--- src/rtl/instr_encoder_pkg.sv ---
// Shared MIPS encoding constants and types.
// The control-unit decoder imports this same package.
package instr_encoder_pkg;

   typedef enum logic [3:0] {
      ADD  = 4'd0,
      SUB  = 4'd1,
      AND  = 4'd2,
      OR   = 4'd3,
      NOR  = 4'd4,
      SLT  = 4'd5,
      JR   = 4'd6,
      LW   = 4'd7,
      SW   = 4'd8,
      BEQ  = 4'd9,
      ADDI = 4'd10,
      J    = 4'd11,
      JAL  = 4'd12
   } mnem_e;

   typedef logic [31:0] instr_t;

   localparam logic [5:0] OP_RTYPE = 6'b000000;
   localparam logic [5:0] OP_LW    = 6'b100011;
   localparam logic [5:0] OP_SW    = 6'b101011;
   localparam logic [5:0] OP_BEQ   = 6'b000100;
   localparam logic [5:0] OP_ADDI  = 6'b001000;
   localparam logic [5:0] OP_J     = 6'b000010;
   localparam logic [5:0] OP_JAL   = 6'b000011;

   localparam logic [5:0] FN_ADD   = 6'b100000;
   localparam logic [5:0] FN_SUB   = 6'b100010;
   localparam logic [5:0] FN_AND   = 6'b100100;
   localparam logic [5:0] FN_OR    = 6'b100101;
   localparam logic [5:0] FN_NOR   = 6'b100111;
   localparam logic [5:0] FN_SLT   = 6'b101010;
   localparam logic [5:0] FN_JR    = 6'b001000;

   function automatic instr_t r_type(input logic [4:0] rs, input logic [4:0] rt,
                                     input logic [4:0] rd, input logic [5:0] funct);
      return {OP_RTYPE, rs, rt, rd, 5'b00000, funct};
   endfunction

endpackage

--- src/rtl/instr_pack.sv ---
// Combinational MIPS field packer: mnemonic plus operand fields in,
// 32-bit instruction word and legality flag out.
module instr_pack
   import instr_encoder_pkg::*;
(
   input  logic [3:0]  mnem,
   input  logic [4:0]  rs,
   input  logic [4:0]  rt,
   input  logic [4:0]  rd,
   input  logic [15:0] imm,
   input  logic [25:0] target,
   output instr_t      word,
   output logic        legal
);

   always_comb begin
      word  = '0;
      legal = 1'b1;
      case (mnem)
         ADD:     word = r_type(rs, rt, rd, FN_ADD);
         SUB:     word = r_type(rs, rt, rd, FN_SUB);
         AND:     word = r_type(rs, rt, rd, FN_AND);
         OR:      word = r_type(rs, rt, rd, FN_OR);
         NOR:     word = r_type(rs, rt, rd, FN_NOR);
         SLT:     word = r_type(rs, rt, rd, FN_SLT);
         // JR only carries rs; rt and rd are forced to zero
         JR:      word = r_type(rs, 5'd0, 5'd0, FN_JR);
         LW:      word = {OP_LW,   rs, rt, imm};
         SW:      word = {OP_SW,   rs, rt, imm};
         BEQ:     word = {OP_BEQ,  rs, rt, imm};
         ADDI:    word = {OP_ADDI, rs, rt, imm};
         J:       word = {OP_J,   target};
         JAL:     word = {OP_JAL, target};
         default: legal = 1'b0;
      endcase
   end

endmodule

--- src/rtl/instr_encoder.sv ---
// Instruction encoder: accepts mnemonic commands and writes encoded MIPS words
// into consecutive instruction-memory addresses, one word per two clocks.
module instr_encoder
   import instr_encoder_pkg::*;
#(
   parameter int ADDR_W = 6
) (
   input  logic              clk,
   input  logic              rst,
   input  logic              in_valid,
   output logic              in_ready,
   input  logic [3:0]        mnem,
   input  logic [4:0]        rs,
   input  logic [4:0]        rt,
   input  logic [4:0]        rd,
   input  logic [15:0]       imm,
   input  logic [25:0]       target,
   input  logic              clear,
   output logic              mem_we,
   output logic [ADDR_W-1:0] mem_addr,
   output logic [31:0]       mem_wdata,
   output logic [ADDR_W:0]   count,
   output logic              full,
   output logic              err
);

   typedef enum logic [1:0] {IDLE, WRITE, FULL} state_e;

   localparam logic [ADDR_W:0] LAST = (ADDR_W+1)'((1 << ADDR_W) - 1);

   state_e            state_reg, state_next;
   logic [ADDR_W-1:0] addr_reg, addr_next;
   logic [ADDR_W:0]   count_reg, count_next;
   instr_t            wdata_reg, wdata_next;
   logic              err_reg, err_next;

   instr_t            word;
   logic              legal;

   instr_pack u_pack (
      .mnem   (mnem),
      .rs     (rs),
      .rt     (rt),
      .rd     (rd),
      .imm    (imm),
      .target (target),
      .word   (word),
      .legal  (legal)
   );

   always_ff @(posedge clk or posedge rst) begin
      if (rst) begin
         state_reg <= IDLE;
         addr_reg  <= '0;
         count_reg <= '0;
         wdata_reg <= '0;
         err_reg   <= 1'b0;
      end else begin
         state_reg <= state_next;
         addr_reg  <= addr_next;
         count_reg <= count_next;
         wdata_reg <= wdata_next;
         err_reg   <= err_next;
      end
   end

   always_comb begin
      state_next = state_reg;
      addr_next  = addr_reg;
      count_next = count_reg;
      wdata_next = wdata_reg;
      err_next   = 1'b0;
      case (state_reg)
         IDLE: begin
            if (clear) begin
               addr_next  = '0;
               count_next = '0;
            end else if (in_valid) begin
               if (legal) begin
                  wdata_next = word;
                  state_next = WRITE;
               end else begin
                  err_next = 1'b1;
               end
            end
         end
         WRITE: begin
            // The strobe is already out this cycle; a clear only replaces the increment.
            if (clear) begin
               addr_next  = '0;
               count_next = '0;
               state_next = IDLE;
            end else begin
               addr_next  = addr_reg + 1'b1;
               count_next = count_reg + 1'b1;
               state_next = (count_reg == LAST) ? FULL : IDLE;
            end
         end
         FULL: begin
            if (clear) begin
               addr_next  = '0;
               count_next = '0;
               state_next = IDLE;
            end
         end
         default: state_next = IDLE;
      endcase
   end

   // Decoded straight from state so that rst drops mem_we without waiting for a clock.
   assign in_ready  = (state_reg == IDLE);
   assign mem_we    = (state_reg == WRITE);
   assign full      = (state_reg == FULL);
   assign mem_addr  = addr_reg;
   assign count     = count_reg;
   assign mem_wdata = wdata_reg;
   assign err       = err_reg;

endmodule

--- config.mk ---
export PLATFORM = sky130hd
export DESIGN_NAME = instr_encoder
export DESIGN_NICKNAME = d
export VERILOG_FILES = /design/src/rtl/instr_encoder_pkg.sv /design/src/rtl/instr_pack.sv /design/src/rtl/instr_encoder.sv
export SDC_FILE = /design/constraint.sdc
export NUM_CORES = 1
export LEC_CHECK = 0
export BUFFER_PORTS_ARGS = -buffer_cell sky130_fd_sc_hd__buf_2
export CAP_MARGIN = 25
export CORE_MARGIN = 3
export CORE_UTILIZATION = 50
export CTS_BUF_LIST = sky130_fd_sc_hd__clkbuf_4
export DETAILED_ROUTE_END_ITERATION = 8
export PLACE_DENSITY = 0.95
export SLEW_MARGIN = 25
export SYNTH_ARGS = -nofsm -noshare
export SYNTH_HDL_FRONTEND = slang
export SYNTH_SLANG_ARGS = --single-unit
--- constraint.sdc ---
create_clock -name clk -period 4.6 [get_ports clk]
set_clock_uncertainty 0.15 [all_clocks]
set_input_delay 0.92 -clock clk [delete_from_list [all_inputs] [get_ports clk]]
set_output_delay 0.92 -clock clk [all_outputs]
set_load 0.02 [all_outputs]
==> results.md, run 1 <==
- The number of buffers inserted for hold repair after clock tree synthesis is 0.
- The area fraction of the dominant cell type after synthesis is 0.448.
- The maximum clock path buffer count is 2.
- The net count of the finished layout is between 400 and 500.
- The number of nets handed over by synthesis was 357.
- The initial utilization of the core area, before any placement, comes to 0.534.
- TritonCTS created 5 clock buffers.
- The detailed router put a total of around 3.0 mm of wire on met1.
- Data on the critical path arrives at its endpoint at slightly above 3 ns.
- The deepest level of the CTS H-tree is 2.
- The share of the clock period used by the worst path is 0.642.
- The number of max-capacitance violations reported is 0.
- After global routing the overflow that remains totals 0.
- The post-synthesis instance area is around 2600 µm².
- The filler-free cell count of the finished design is 457.
- The floorplan has 25 rows.
- In the global route stage, overall resource usage came out at 0.225.
- Fill cells in the final layout number about 400.
- After clock tree synthesis, the clock-pin slew on the worst setup and hold paths is ~0.13 ns.
- Once placement finished, the instance area stood at 3140 µm².
- The relative slew slack is 0.462.
- After synthesis, the largest family of logic cells by area is compound AO/OA/AOI/OAI gates.
- The pre-antenna-repair detailed-routing pass consisted of 6 iterations.
- The area added between synthesis and finish is 22.0%.
- After detailed routing, the total wire length is 6.92 mm.
- For this run, the top clock speed supported by timing is roughly 340 MHz.
- The number of antenna violations at the first check in global routing is 0.
- The compound-gate portion of the synthesized area is 0.251.
- Setup repair after global routing left no endpoint under its margin.
- The utilization after layout is 0.652.
- The maximum number of pins on one net before global-route repair is between 40 and 50.
- In this run, post-CTS repair resized a total of 0 instances.
- In the post-synthesis netlist, the biggest area contributors are dfrtp_1, nor2_1, a21oi_1.
- The DRC violation count after routing is 0.
- The area of the die is ~6000 µm².
- Of the cells placed in the final design, the portion with a size suffix greater than 1 is 0.354.
- The flip-flop count of the largest register after layout is 31.
- The detailed-route via count is 2640.
- Detailed routing placed a total of ~3.2 mm of wire on met2.
- The top fanout value on the critical path is 32.
- The critical path is of the input pin to register type.
- The first global-routing pass estimated 11.0 mm of wire.
- The worst-case vdd ir drop is between 0.2 and 0.25 mV.
- The total area inside the core boundary comes to approximately 4900 µm².
- The repair_antennas step left the layout with diodes totalling 0.
- From left edge to right edge, the die measures between 70 and 80 µm.
- In this run the top signal layer used is met4.
- The required time of the critical path is roughly 4.7 ns.
- The synthesized-area fraction occupied by xor and xnor cells is 0.00668.
- The number of clock sinks seen by CTS is 47.
- The routability congestion estimate is 0.867.
- The smallest clock period supported by the final layout is computed as around 3.0 ns.
- The clock latency at the later pin of the worst-skew pair is roughly 0.36 ns.
- The total of endpoints with negative setup slack in the final report is 0.
- The via count normalized by instance count is about 5.8.
- The die height is 78.4 µm.
- Of the total synthesized cell area, the portion taken by full adders, half adders and majority gates is 0.00954.
- The count of endpoints failing hold in the final timing report is 0.
- The synthesized flop and latch total is 47.
- The most used flip-flop cell after synthesis is dfrtp_1.
- The half-perimeter wire length after placement is 5.06 mm.
- The static leakage power is between 0.0015 and 0.002 µW.
- During synthesis, Yosys emitted a total of 0 warnings.
- The final-report max-slew violation count is 0.
- The number of global-route vias before repair was 2320.
- The number of buffers inserted by post-CTS setup repair is 0.
- TritonCTS built the clock tree.
- The post-synthesis cell count is just under 300.
- The first routing iteration left about 190 violations.
- Counting tap cells, the placed design contains a total of 449 instances.
- The endpoint kind of the worst setup timing path is a register.
- The worst hold-check slack is between 0.3 and 0.4 ns.
- The portion of synthesized area spent on multiplexers is 0.0339.
- The synthesized area per cell is 9.05 µm².
- In this run the power density over the cells is between 300 and 400 nW/µm².
- The run finished with clean final reports.
- The count of flip-flops with a built-in enable after synthesis is 0.
- Input and output buffers added on the ports amount to ~110.
- The synthesized design spends more area on one cell type than any other, namely dfrtp_1.
- Of the total synthesized cell area, the portion taken by AND, OR, NAND and NOR gates is 0.189.
- The kind of launch point of the worst setup path is an input pin.
- In this run the remaining antenna-violating nets after routing total 0.
- The number of different library cells used by synthesis comes to 51.
- Dividing the detail-routed wire length by the instance count gives 15.1 µm.
- The worst hold path belongs to the class register to register.
- The async set or reset register ratio after synthesis is 1.00.
- The share of the Yosys chip area taken by registers is 0.448.
- The total negative slack for setup checks is 0 ns.
- The final design area excluding fillers is about 3200 µm².
- For this design the top-level I/O count stands at 114.
- The tree is rooted in a clkbuf_4.
- For the pin with the worst max-slew slack, the measured transition is 0.808 ns.
- The total met3 wirelength after detailed routing is 665 µm.
## power breakdown
group | total [µW] | leakage [µW] | switching (µW) | internal (µW)
logic | 319 | 0.000929 | 201 | 118
registers | 508 | 0.000585 | 35.5 | 472
clock network | 200 | 0.0000361 | 128 | 71.6
## through the flow
step | total power, µW | worst slack, ns
final | 1030 | 1.65
after global routing | 1080 | 1.50
after CTS | 1030 | 1.69
after detailed placement | 834 | 1.29
after global placement | 825 | 1.40
after floorplan | 716 | 2.41
## cells in the mapped netlist, types with 3 or more instances
library cell  count
a21oi_1          24
a221oi_1         10
a22o_1            3
a22oi_1           9
a31oi_1           8
a32o_1            6
buf_2            13
buf_4             3
dfrtp_1          47
inv_1             6
mux2_2            7
nand2_1          29
nand2b_1          6
nand3_1           4
nand4_1           4
nor2_1           43
nor3_1            4
o21ai_0          24
## path summary, 6_finish.rpt
path	start	to	slack [ns]	cells after the start
min in group asynchronous	rst	mem_wdata[23]	0.51	2
min	mem_wdata[28]	mem_wdata[28]	0.33	2
max	mnem[2]	mem_wdata[2]	1.65	6
min reg2reg	mem_wdata[28]	mem_wdata[28]	0.33	2
max reg2reg	state_reg[0]	mem_wdata[2]	2.22	5
max in group asynchronous	rst	state_reg[1]	3.30	2
## per-layer routing
metal | global-route usage | vias to the layer above
li1 | - | 1252
met1 | 0.314 | 1230
met2 | 0.349 | 143
met3 | 0.0493 | 15
met4 | 0.0664 | 0
met5 | 0 | -
## final cells by class
type | count | area, µm² | share of cell area
clock buffer | 7 | 52.6 | 0.0164
clock inverter | 1 | 5.00 | 0.00156
inverter | 7 | 27.5 | 0.00860
multi-input combinational | 215 | 1290 | 0.403
timing repair buffer | 113 | 568 | 0.177
tap | 67 | 83.8 | 0.0262
sequential | 47 | 1180 | 0.367
## worst max-delay path: stages
cell      delay (ns)
buf_2           0.36
nand2_1         0.21
o21ai_2         0.67
clkinv_1        0.28
buf_4           0.31
mux2_2          0.30
## layout by cell type (no fill, tap or decap), types with 8 or more instances in the layout
cell type  count
nor2_1        43
buf_2        112
nand2_1       29
o21ai_0       24
a31oi_1        8
a221oi_1      10
a21oi_1       24
dfrtp_1       47
a22oi_1        9
## cell families after synthesis
family	count (synthesis)
buffers and inverters	28
other	1
flip-flops	47
AND/OR/NAND/NOR	104
multiplexers	8
XOR/XNOR	2
AO/OA/AOI/OAI	98
adder cells (fa/ha/maj)	2
No activity file was read; power rests on OpenSTA's default activity.
==> run 2: changes to the inputs <==
- CORE_UTILIZATION: 50 -> 49
- PLACE_DENSITY: 0.95 -> 0.93
- clock period: 4.6 -> 3 ns (I/O delays scaled with it)
==> run 2 against run 1 <==
Worst hold slack worse by 0.12 ns. First-iteration DRC count is 5.2% higher. Worst setup slack worse by 0.74 ns. Critical path depth fell by 1. Utilization is 2.5 points lower. Count of clock-buffer cells in the layout is 1 lower. Die area is 1.9% higher. Sequential power rose by 53%. Cell count increased by 1.3%. Combinational power grew 54%. Total power up 51%. Sequential share of layout area down 0.24 points. Critical endpoint is now mem_wdata[24]. Largest power group unchanged.
==> results.md, run 2 (same netlist as run 1, synthesis figures left out) <==
- Outcome: complete, no violations (unchanged).
- The total negative slack for setup checks came to 0 ns (unchanged).
- The detailed-route via count is 2629 (was 2640).
- The maximum clock path buffer count is 2 (unchanged).
- The DRC violation count after routing is 0 (unchanged).
- The area of the die came to 6270 µm² (was 6150 µm²).
- The fraction of final layout cells with drive strength greater than 1 was 0.354 (about the same).
- The number of clock sinks seen by CTS is 47 (unchanged).
- The number of buffers inserted by post-CTS setup repair is 0 (unchanged).
- The total routed wirelength is 7.03 mm (was 6.92 mm).
- The number of antenna diodes is 0 (unchanged).
- The half-perimeter wire length after placement is 5.20 mm (was 5.06 mm).
- The worst path buffer plus inverter count is 1 (was 3).
- The number of clock buffers inserted by TritonCTS is 5 (unchanged).
- The kind of launch point of the worst setup path is an input pin (unchanged).
- The areal power density over the cells came to 482 nW/µm² (was 320 nW/µm²).
- The routability congestion estimate is 0.839 (was 0.867).
- The top fanout value on the critical path is 17 (was 32).
- The count of endpoints failing hold in the final timing report is 0 (unchanged).
- The count of placed standard cells including taps is 455 (was 449).
- The number of buffers inserted for hold repair after clock tree synthesis is 0 (unchanged).
- The deepest level of the CTS H-tree is 2 (unchanged).
- The number of max-capacitance violations reported is 0 (unchanged).
- The count of buffers from port buffering is 112 (unchanged).
- The final-report max-slew violation count came to 0 (unchanged).
- The flip-flop count of the largest register after layout is 31 (unchanged).
- The type of the worst setup path is input pin to register (unchanged).
- The final critical path time including I/O delays and setup is ~2.1 ns.
- The TritonCTS clock tree is built (unchanged).
- The effective utilization at floorplan is 0.510 (was 0.534).
- The share of the clock period used by the worst path is 0.697.
- The required time of the critical path is 3.14 ns (was 4.71 ns).
- The worst-case vdd ir drop is 0.278 mV (was 0.205 mV).
- The endpoint kind of the worst setup timing path is a register (unchanged).
- The count of routing violations after the opening detailed-route iteration is 202 (was 192).
- The static leakage power is 0.00156 µW (was 0.00155 µW).
- The detailed-router iteration count before antenna repair came to 5 (was 6).
- The area added between synthesis and finish is 22.8% (was 22.0%).
- The global-route usage over all layers came to 0.226 (was 0.225).
- The area of the core is 5140 µm² (was 4910 µm²).
- The total grt overflow was 0 (unchanged).
- The number of nets still failing antenna checks after routing was 0 (unchanged).
- The count of standard-cell rows is 26 (was 25).
- The number of instances resized during post-cts repair is 0 (unchanged).
- The via count normalized by instance count is 5.68 (was 5.78).
- The delay of the slowest cell on the worst path is 0.70 ns (was 0.67 ns).
- The most common library cell in the layout ignoring fill and taps is buf_2 (unchanged).
- The number of nets in the final layout was 459 (was 456).
- The total of endpoints with negative setup slack in the final report is 0 (unchanged).
- The die height is 79.2 µm (was 78.4 µm).
- The relative slew slack came to 0.462 (unchanged).
- The filler-free cell count of the finished design was 463 (was 457).
- Unrepaired setup endpoints after global routing: no (unchanged).
- The maximum number of pins on one net before global-route repair is 48 (unchanged).
- The arrival time reported for the critical path endpoint is 2.23 ns (was 3.06 ns).
- The number of placed I/O pins is 114 (unchanged).
- The number of global-route vias before repair was 2546 (was 2320).
- The wire length of the first global-routing pass came to 11.4 mm (was 11.0 mm).
- The number of fill cells in the layout is 463 (was 399).
- The clock root buffer master is clkbuf_4 (unchanged).
- The worst-path cell with the longest stage delay is o22ai_2 (was o21ai_2).
- The clock latency at the later pin of the worst-skew pair is 0.35 ns (was 0.36 ns).
- The number of antenna violations at the first check in global routing is 0 (unchanged).
- Worst-path cell chain: buf_2, nand2_1, o22ai_2, a221oi_1, nor2_1 (was buf_2, nand2_1, o21ai_2, clkinv_1, buf_4, mux2_2).
- The worst min-delay path category is input pin to async pin (was register to register).
- The die span in x is 79.2 µm (was 78.4 µm).
- The top cell family by delay on the critical path is compound AO/OA/AOI/OAI gates (was buffers and inverters).
- The actual transition at the worst max-transition pin is 0.807 ns (was 0.808 ns).
- The wire length per cell is 15.2 µm (was 15.1 µm).
- Most frequent cells in the layout: buf_2, dfrtp_1, nor2_1 (unchanged).
- The clock-pin slew of the registers on the worst-case setup and hold paths is 0.13 ns (about the same).
- Timing would allow up to 479 MHz.
[run 2: cell types whose count changed in the layout (fill, tap and decap cells not counted), sizes merged]
cell / before / now
clkinv: 3 / 4
clkbuf: 7 / 6
buf: 113 / 116
[run 2: layout make-up]
class	count	area, µm²	share of cell area
Clock buffer	6	45.0	0.0140
Clock inverter	2	7.51	0.00233
Inverter	7	27.5	0.00854
Multi-Input combinational cell	215	1290	0.400
Sequential cell	47	1180	0.365
Tap cell	70	87.6	0.0272
Timing Repair Buffer	116	591	0.183
[run 2: worst register-to-register path, cell delays in order, from the launching register on]
cell and delay (ns):
dfrtp_1 0.50, nor4b_4 0.43, o21ai_2 0.11, clkinv_1 0.07
buf_4 0.24, mux2_2 0.36
[run 2: power by group]
part           switching, µW  leakage (µW)  total, µW  internal (µW)
clock network            192     0.0000307        289           96.3
registers               51.5      0.000585        775            724
logic                    307      0.000944        490            183
total                    551       0.00156       1550           1000
[run 2: path summary, 6_finish.rpt]
| kind | from | slack (ns) | to | cells after the start |
|---|---|---|---|---|
| setup / recovery | mnem[0] | 0.91 | mem_wdata[24] | 5 |
| hold / removal | rst | 0.21 | mem_wdata[25] | 2 |
| setup reg to reg | state_reg[0] | 1.05 | mem_wdata[2] | 5 |
| hold reg to reg | mem_wdata[28] | 0.33 | mem_wdata[28] | 2 |
| max in group asynchronous | rst | 2.01 | mem_wdata[10] | 2 |
| min in group clk | target[14] | 0.32 | mem_wdata[14] | 3 |
[run 2: per-stage QoR]
step / utilization / worst slack [ns] / power (µW) / hold slack (ns) / instance area, µm²
finish: 0.627 / 0.910 / 1550 / 0.210 / 3220
global route: 0.627 / 0.730 / 1660 / 0.245 / 3220
CTS: 0.627 / 0.920 / 1570 / 0.305 / 3220
detailed placement: 0.617 / 0.545 / 1280 / 0.303 / 3170
global placement: 0.617 / 0.641 / 1260 / 0.297 / 3170
floorplan: - / 1.13 / 1100 / 0.420 / 2620
[run 2: routing by layer]
| layer | track usage | share of wire |
|---|---|---|
| met1 | 0.304 | 0.42 |
| met2 | 0.359 | 0.48 |
| met3 | 0.0385 | 0.075 |
| met4 | 0.0979 | 0.018 |
| met5 | 0 | 0 |
